## config.mk

```make
export PLATFORM = sky130hd
export DESIGN_NAME = cnt_sched_arbiter_flat
export DESIGN_NICKNAME = d
export VERILOG_FILES = /design/src/rtl/cnt_sched_arbiter_if.sv /design/src/rtl/cnt_sched_arbiter.sv /design/src/flat_wrapper.sv
export SDC_FILE = /design/constraint.sdc
export NUM_CORES = 1
export LEC_CHECK = 0
export ABC_AREA = 1
export BUFFER_PORTS_ARGS = -buffer_cell sky130_fd_sc_hd__clkbuf_2
export CAP_MARGIN = 10
export CORE_MARGIN = 1
export CORE_UTILIZATION = 53
export CTS_BUF_LIST = sky130_fd_sc_hd__clkbuf_4 sky130_fd_sc_hd__clkbuf_8
export CTS_CLUSTER_DIAMETER = 200
export CTS_CLUSTER_SIZE = 14
export DETAILED_ROUTE_END_ITERATION = 8
export PLACE_DENSITY = 0.84
export SYNTH_ARGS = -nofsm -noshare
export SYNTH_HDL_FRONTEND = slang
export SYNTH_SLANG_ARGS = --single-unit
```

## constraint.sdc

```tcl
create_clock -name clk -period 1.8 [get_ports clk]
set_input_delay 0 -clock clk [delete_from_list [all_inputs] [get_ports clk]]
set_output_delay 0 -clock clk [all_outputs]
set_load 0.02 [all_outputs]
```

## src/rtl/cnt_sched_arbiter_if.sv

```systemverilog
// cnt_sched_arbiter_if: request/grant bus and counter-datapath control bundle for the scheduler.
interface cnt_sched_arbiter_if;
    logic [1:0] req;
    logic [1:0] op0;
    logic [7:0] arg0;
    logic [1:0] op1;
    logic [7:0] arg1;
    logic [1:0] gnt;
    logic [1:0] done;
    logic       busy;
    logic       cnt_inc;
    logic       cnt_load;
    logic [7:0] cnt_load_val;
    logic       cnt_oe;
    logic [7:0] cnt_value;
    logic [7:0] rd_data;
    modport master (
        output req, op0, arg0, op1, arg1, cnt_value,
        input  gnt, done, busy, cnt_inc, cnt_load, cnt_load_val, cnt_oe, rd_data
    );
    modport slave (
        input  req, op0, arg0, op1, arg1, cnt_value,
        output gnt, done, busy, cnt_inc, cnt_load, cnt_load_val, cnt_oe, rd_data
    );
endinterface

```

## src/rtl/cnt_sched_arbiter.sv

```systemverilog
// cnt_sched_arbiter: round-robin two-requester scheduler sequencing a shared 8-bit counter datapath.
// Optional CNT_SCHED_ABORT_EN: granted requester dropping req ends a COUNT/READ early.
module cnt_sched_arbiter #(
    parameter int OE_CYCLES = 2,
    parameter bit RR_INIT   = 1'b0
) (
    input logic              clk,
    input logic              rst_n,
    cnt_sched_arbiter_if.slave bus_if
);
    typedef enum logic [1:0] {IDLE, GRANT, EXEC, DONE} state_t;
    localparam logic [1:0] OP_NOP   = 2'b00;
    localparam logic [1:0] OP_LOAD  = 2'b01;
    localparam logic [1:0] OP_COUNT = 2'b10;
    localparam logic [1:0] OP_READ  = 2'b11;

    state_t     state_q, state_d;
    logic       ptr_q, ptr_d;
    logic       win_q, win_d;
    logic [1:0] op_q, op_d;
    logic [7:0] arg_q, arg_d;
    logic [7:0] len_q, len_d;
    logic [1:0] gnt_q, gnt_d;
    logic [1:0] done_q, done_d;
    logic [7:0] rd_data_q, rd_data_d;
    logic [1:0] op_sel;
    logic [7:0] arg_sel;
    logic       abort;

    always_ff @(posedge clk or negedge rst_n) begin
        if (!rst_n) begin
            state_q   <= IDLE;
            ptr_q     <= RR_INIT;
            win_q     <= 1'b0;
            op_q      <= OP_NOP;
            arg_q     <= 8'd0;
            len_q     <= 8'd0;
            gnt_q     <= 2'b00;
            done_q    <= 2'b00;
            rd_data_q <= 8'd0;
        end else begin
            state_q   <= state_d;
            ptr_q     <= ptr_d;
            win_q     <= win_d;
            op_q      <= op_d;
            arg_q     <= arg_d;
            len_q     <= len_d;
            gnt_q     <= gnt_d;
            done_q    <= done_d;
            rd_data_q <= rd_data_d;
        end
    end

    always_comb begin
        op_sel    = win_q ? bus_if.op1 : bus_if.op0;
        arg_sel   = win_q ? bus_if.arg1 : bus_if.arg0;
`ifdef CNT_SCHED_ABORT_EN
        abort     = op_q[1] && !bus_if.req[win_q];
`else
        abort     = 1'b0;
`endif
        state_d   = state_q;
        ptr_d     = ptr_q;
        win_d     = win_q;
        op_d      = op_q;
        arg_d     = arg_q;
        len_d     = len_q;
        rd_data_d = rd_data_q;
        case (state_q)
            IDLE: begin
                if (bus_if.req != 2'b00) begin
                    state_d = GRANT;
                    win_d   = (bus_if.req == 2'b11) ? ptr_q : bus_if.req[1];
                end
            end
            GRANT: begin
                op_d    = op_sel;
                arg_d   = arg_sel;
                // len_d is the number of EXEC cycles; zero skips EXEC entirely
                len_d   = (op_sel == OP_LOAD)  ? 8'd1 :
                          (op_sel == OP_COUNT) ? arg_sel :
                          (op_sel == OP_READ)  ? 8'(OE_CYCLES) : 8'd0;
                state_d = (len_d == 8'd0) ? DONE : EXEC;
            end
            EXEC: begin
                len_d = len_q - 8'd1;
                if (abort) begin
                    state_d = DONE;
                end else if (len_q == 8'd1) begin
                    state_d = DONE;
                    if (op_q == OP_READ) rd_data_d = bus_if.cnt_value;
                end
            end
            DONE: begin
                ptr_d   = ~win_q;
                state_d = IDLE;
            end
            default: state_d = IDLE;
        endcase
        gnt_d  = (state_d == IDLE) ? 2'b00 : (win_d ? 2'b10 : 2'b01);
        done_d = (state_d == DONE) ? gnt_d : 2'b00;
    end

    // strobes decode from flopped state so reset clears them asynchronously
    always_comb begin
        bus_if.cnt_inc      = (state_q == EXEC) && (op_q == OP_COUNT);
        bus_if.cnt_load     = (state_q == EXEC) && (op_q == OP_LOAD);
        bus_if.cnt_oe       = (state_q == EXEC) && (op_q == OP_READ);
        bus_if.cnt_load_val = bus_if.cnt_load ? arg_q : 8'd0;
        bus_if.busy         = state_q != IDLE;
        bus_if.gnt          = gnt_q;
        bus_if.done         = done_q;
        bus_if.rd_data      = rd_data_q;
    end
endmodule

```

## src/flat_wrapper.sv

```systemverilog
// flat-port wrapper written by rule: the top's interface ports become plain ports
module cnt_sched_arbiter_flat 
#(
    parameter int OE_CYCLES = 2,
    parameter bit RR_INIT   = 1'b0
)
  (clk, rst_n, bus_if_req, bus_if_op0, bus_if_arg0, bus_if_op1, bus_if_arg1, bus_if_cnt_value, bus_if_gnt, bus_if_done, bus_if_busy, bus_if_cnt_inc, bus_if_cnt_load, bus_if_cnt_load_val, bus_if_cnt_oe, bus_if_rd_data);
  cnt_sched_arbiter_if bus_if_i ();
  input logic clk;
  input logic rst_n;
  input wire logic [$bits(bus_if_i.req)-1:0] bus_if_req;
  input wire logic [$bits(bus_if_i.op0)-1:0] bus_if_op0;
  input wire logic [$bits(bus_if_i.arg0)-1:0] bus_if_arg0;
  input wire logic [$bits(bus_if_i.op1)-1:0] bus_if_op1;
  input wire logic [$bits(bus_if_i.arg1)-1:0] bus_if_arg1;
  input wire logic [$bits(bus_if_i.cnt_value)-1:0] bus_if_cnt_value;
  output wire logic [$bits(bus_if_i.gnt)-1:0] bus_if_gnt;
  output wire logic [$bits(bus_if_i.done)-1:0] bus_if_done;
  output wire logic [$bits(bus_if_i.busy)-1:0] bus_if_busy;
  output wire logic [$bits(bus_if_i.cnt_inc)-1:0] bus_if_cnt_inc;
  output wire logic [$bits(bus_if_i.cnt_load)-1:0] bus_if_cnt_load;
  output wire logic [$bits(bus_if_i.cnt_load_val)-1:0] bus_if_cnt_load_val;
  output wire logic [$bits(bus_if_i.cnt_oe)-1:0] bus_if_cnt_oe;
  output wire logic [$bits(bus_if_i.rd_data)-1:0] bus_if_rd_data;
  assign bus_if_i.req = bus_if_req;
  assign bus_if_i.op0 = bus_if_op0;
  assign bus_if_i.arg0 = bus_if_arg0;
  assign bus_if_i.op1 = bus_if_op1;
  assign bus_if_i.arg1 = bus_if_arg1;
  assign bus_if_i.cnt_value = bus_if_cnt_value;
  assign bus_if_gnt = bus_if_i.gnt;
  assign bus_if_done = bus_if_i.done;
  assign bus_if_busy = bus_if_i.busy;
  assign bus_if_cnt_inc = bus_if_i.cnt_inc;
  assign bus_if_cnt_load = bus_if_i.cnt_load;
  assign bus_if_cnt_load_val = bus_if_i.cnt_load_val;
  assign bus_if_cnt_oe = bus_if_i.cnt_oe;
  assign bus_if_rd_data = bus_if_i.rd_data;
  cnt_sched_arbiter #(.OE_CYCLES(OE_CYCLES), .RR_INIT(RR_INIT)) u_core (.clk(clk), .rst_n(rst_n), .bus_if(bus_if_i));
endmodule
```

==> results by group <==
Timing
  • Final setup viols: 0
  • Max Clock Freq: 0.583 GHz
  • Slew Viols, Final: 0
  • Final hold vios: 0
  • Minimum clock period: approximately 1.7 ns
  • Worst-Margin Slew: slightly above 0.8 ns
  • Setup Skew: about 0.0049 ns
  • Worst relative slew slack: 46.1%
  • Final critical-path share of the clock period: 95.3%
  • RSZ-0062 raised after global routing: yes
  • Worst hold slack: 0.0123 ns

Floorplanning
  • Initial Util: 55.9%
  • Die Width: 61.8 um
  • Die area: 3820 um2
  • Die height: 61.8 um
  • Rows: 21
  • Core Area: 3390 um2
  • Io pins: between 50 and 60

Clocking
  • CTS tree: yes
  • Clock latency on the worst-skew pair: 0.34 ns
  • Total clock sinks: 34
  • Clock transition at path regs: 0.11 ns
  • CTS H-tree lvls: 2
  • CTS Buf Count: 5
  • Root buffer cell: clkbuf_4
  • Clock buffer depth: 2

Status
  • Outcome: completed

Yosys
  • Post-Syn Instances: 236
  • Post-synthesis cell type count: 26
  • Synth Cell Area: between 1500 and 2000 um2
  • Post-synthesis sequential area ratio: around 45%
  • Mean Syn Cell Area: 8.03 um2
  • Yosys reg bits: 34
  • Syn Nets: 275
  • Syn. warnings: 0

Min path
  • Hold path depth: 5
  • HP Class: in -> reg

Routing
  • DR iter-0 viols: 91
  • Routed wire per std cell: 12.1 um
  • DR vias: 1785
  • Number of routed nets with antenna violations: 0
  • Vias per cell: 4.94
  • Detailed-route DRC error count: 0
  • Routed WL: 4370 um
  • Pre-antenna DRT Iters: 4

Global route
  • Largest net degree at the start of global routing: 35
  • Vias in the first global route: 1619
  • GRT Total Usage: 25.4%
  • Gr ovfl total: 0
  • Initial antenna violation count: 0
  • First-pass GRT wire length: just under 7000 um

Worst setup path
  • CP startpoint kind: flop
  • R2R cell count: 10
  • Crit path max fanout: 13
  • Data arrival, critical path: 1.72 ns
  • WP data required: 1.80 ns
  • Worst setup EP type: output port
  • WS Path Type: reg -> out

Job
  • Max-cap check violation count: 0

Power
  • VDD IR max: approximately 950 uV
  • Pwr Density: 1650 nW/um2
  • Leak: 1.35 nW

Cells and area
  • Ant. Diodes: 0
  • Layout cells sized above 1: 30.8%
  • Final Instance Area: approximately 2500 um2
  • Nets@finish: 353
  • Layout area overhead: 30.9%

Place
  • GP Congestion: 0.831
  • Port bufs: 55
  • Placed Area: 2230 um2
  • Post-DP HPWL: 3130 um
-- through the flow --
| step | cells | setup slack (ns) | TNS, ns | utilization (%) | power, W |
|---|---|---|---|---|---|
| 5_1_grt | 361 | -0.0140 | -0.0272 | 73.2 | 0.00449 |
| 3_3_place_gp | 336 | 0.232 | 0 | 65.7 | 0.00339 |
| 4_1_cts | 355 | 0.0200 | 0 | 70.9 | 0.00395 |
| 3_5_place_dp | 336 | 0.182 | 0 | 65.7 | 0.00347 |
| 2_1_floorplan | 236 | 0.0416 | 0 | - | 0.00288 |
| 6_report | 361 | 0.0842 | 0 | 73.2 | 0.00410 |
-- synth_stat cells --
cell      number  share of area [%]
ha_1           7                4.6
inv_1         38                7.5
o21ai_1        1               0.26
dfrtp_1       34                 45
nand2_4        3                1.8
clkinv_1       1               0.20
buf_6          2                1.2
nor3_1         4                1.1
o211ai_1       1               0.40
nand4_1        1               0.33
nand2_2        4                1.3
clkbuf_1       1               0.20
a31oi_1        1               0.33
mux2_2         8                4.8
o21ai_0       23                6.1
a32oi_1        1               0.46
xor2_1         3                1.4
a21oi_1       12                3.2
nand3_1       11                2.9
o31ai_1        2               0.79
clkbuf_2       1               0.26
nand2_1       53                 11
nor2_1        20                4.0
inv_2          1               0.20
nor3_4         1               0.86
buf_2          2               0.53
-- worst max-delay path: stages, from the launching register on --
cell	delay, ns
dfrtp_1	0.42
inv_2	0.09
ha_2	0.21
inv_2	0.07
buf_4	0.18
nor3_1	0.19
clkbuf_2	0.20
-- final cells by class --
class                      count  area, um2
clock buffer                   6       51.3
clock inverter                 2       12.5
fill                         256        910
inverter                      40        154
multi-input combinational    156        868
sequential                    34        851
tap                           46       57.6
timing repair buffer          77        485
-- report_power, final --
group / internal, W / switching (W) / leakage (nW)
Clock: 0.000188 / 0.000267 / 0.0343
Sequential: 0.00111 / 0.000178 / 0.417
Combinational: 0.000863 / 0.00150 / 0.903
Total: 0.00216 / 0.00194 / 1.35
-- registers in the layout, summed over array words and instances, names as in the netlist --
name,count
u_core.arg_q,8
u_core.op_q,2
u_core.bus_if.gnt,2
u_core.ptr_q,1
u_core.bus_if.done,2
u_core.len_q,8
u_core.state_q,2
u_core.win_q,1
u_core.bus_if.rd_data,8
-- cell usage in the layout (no fill, tap or decap), types with 2 or more instances in the layout --
master and instances:
nand2_4 3, nor3_1 3, clkbuf_2 47, inv_1 35
nand3_1 11, xor2_1 3, clkinvlp_4 2, nor3_4 2
a21oi_1 12, o21ai_0 23, o31ai_1 2, ha_1 6
buf_4 18, nand2_1 53, mux2_2 8, dlygate4sd3_1 11
nand2_2 4, nor2_1 19, inv_2 3, clkbuf_4 5
dfrtp_1 34
-- routing by layer --
metal	GRT usage, %	wire length, um
met5	0	0
met4	11.1	70
met3	6.00	221
met2	44.7	2250
met1	29.5	1830
-- timing repair --
item	4_1_cts	5_1_grt
hold buffers	11	0
resized for setup	3	18
buffers inserted	0	6
setup endpoints to repair	9	13
endpoints found under the hold margin	44	0
-- cell families (layout without fill, tap and decap cells) --
| logic type | Yosys count | after routing | share of synthesized area (%) |
|---|---|---|---|
| XOR/XNOR | 3 | 3 | 1.39 |
| AND/OR/NAND/NOR | 97 | 97 | 22.7 |
| adder cells (fa/ha/maj) | 7 | 7 | 4.62 |
| buffers and inverters | 46 | 125 | 10.1 |
| multiplexers | 8 | 8 | 4.76 |
| AO/OA/AOI/OAI | 41 | 41 | 11.5 |
| flip-flops | 34 | 34 | 44.9 |
-- worst paths after layout --
| kind | start | to | slack (ns) |
|---|---|---|---|
| worst max-delay path | u_core.state_q[0]$_DFF_PN0_ | bus_if_cnt_inc | 0.08 |
| worst min-delay path | bus_if_arg0[0] | u_core.arg_q[0]$_DFFE_PN0P_ | 0.01 |
| worst max register to register | u_core.win_q$_DFF_PN0_ | u_core.bus_if.gnt[0]$_DFF_PN0_ | 0.19 |
| worst min register to register | u_core.arg_q[5]$_DFFE_PN0P_ | u_core.arg_q[5]$_DFFE_PN0P_ | 0.52 |
| max in group asynchronous | rst_n | u_core.arg_q[3]$_DFFE_PN0P_ | 0.99 |
| min in group asynchronous | rst_n | u_core.bus_if.rd_data[3]$_DFFE_PN0P_ | 0.31 |
No activity file was read; power rests on OpenSTA's default activity.
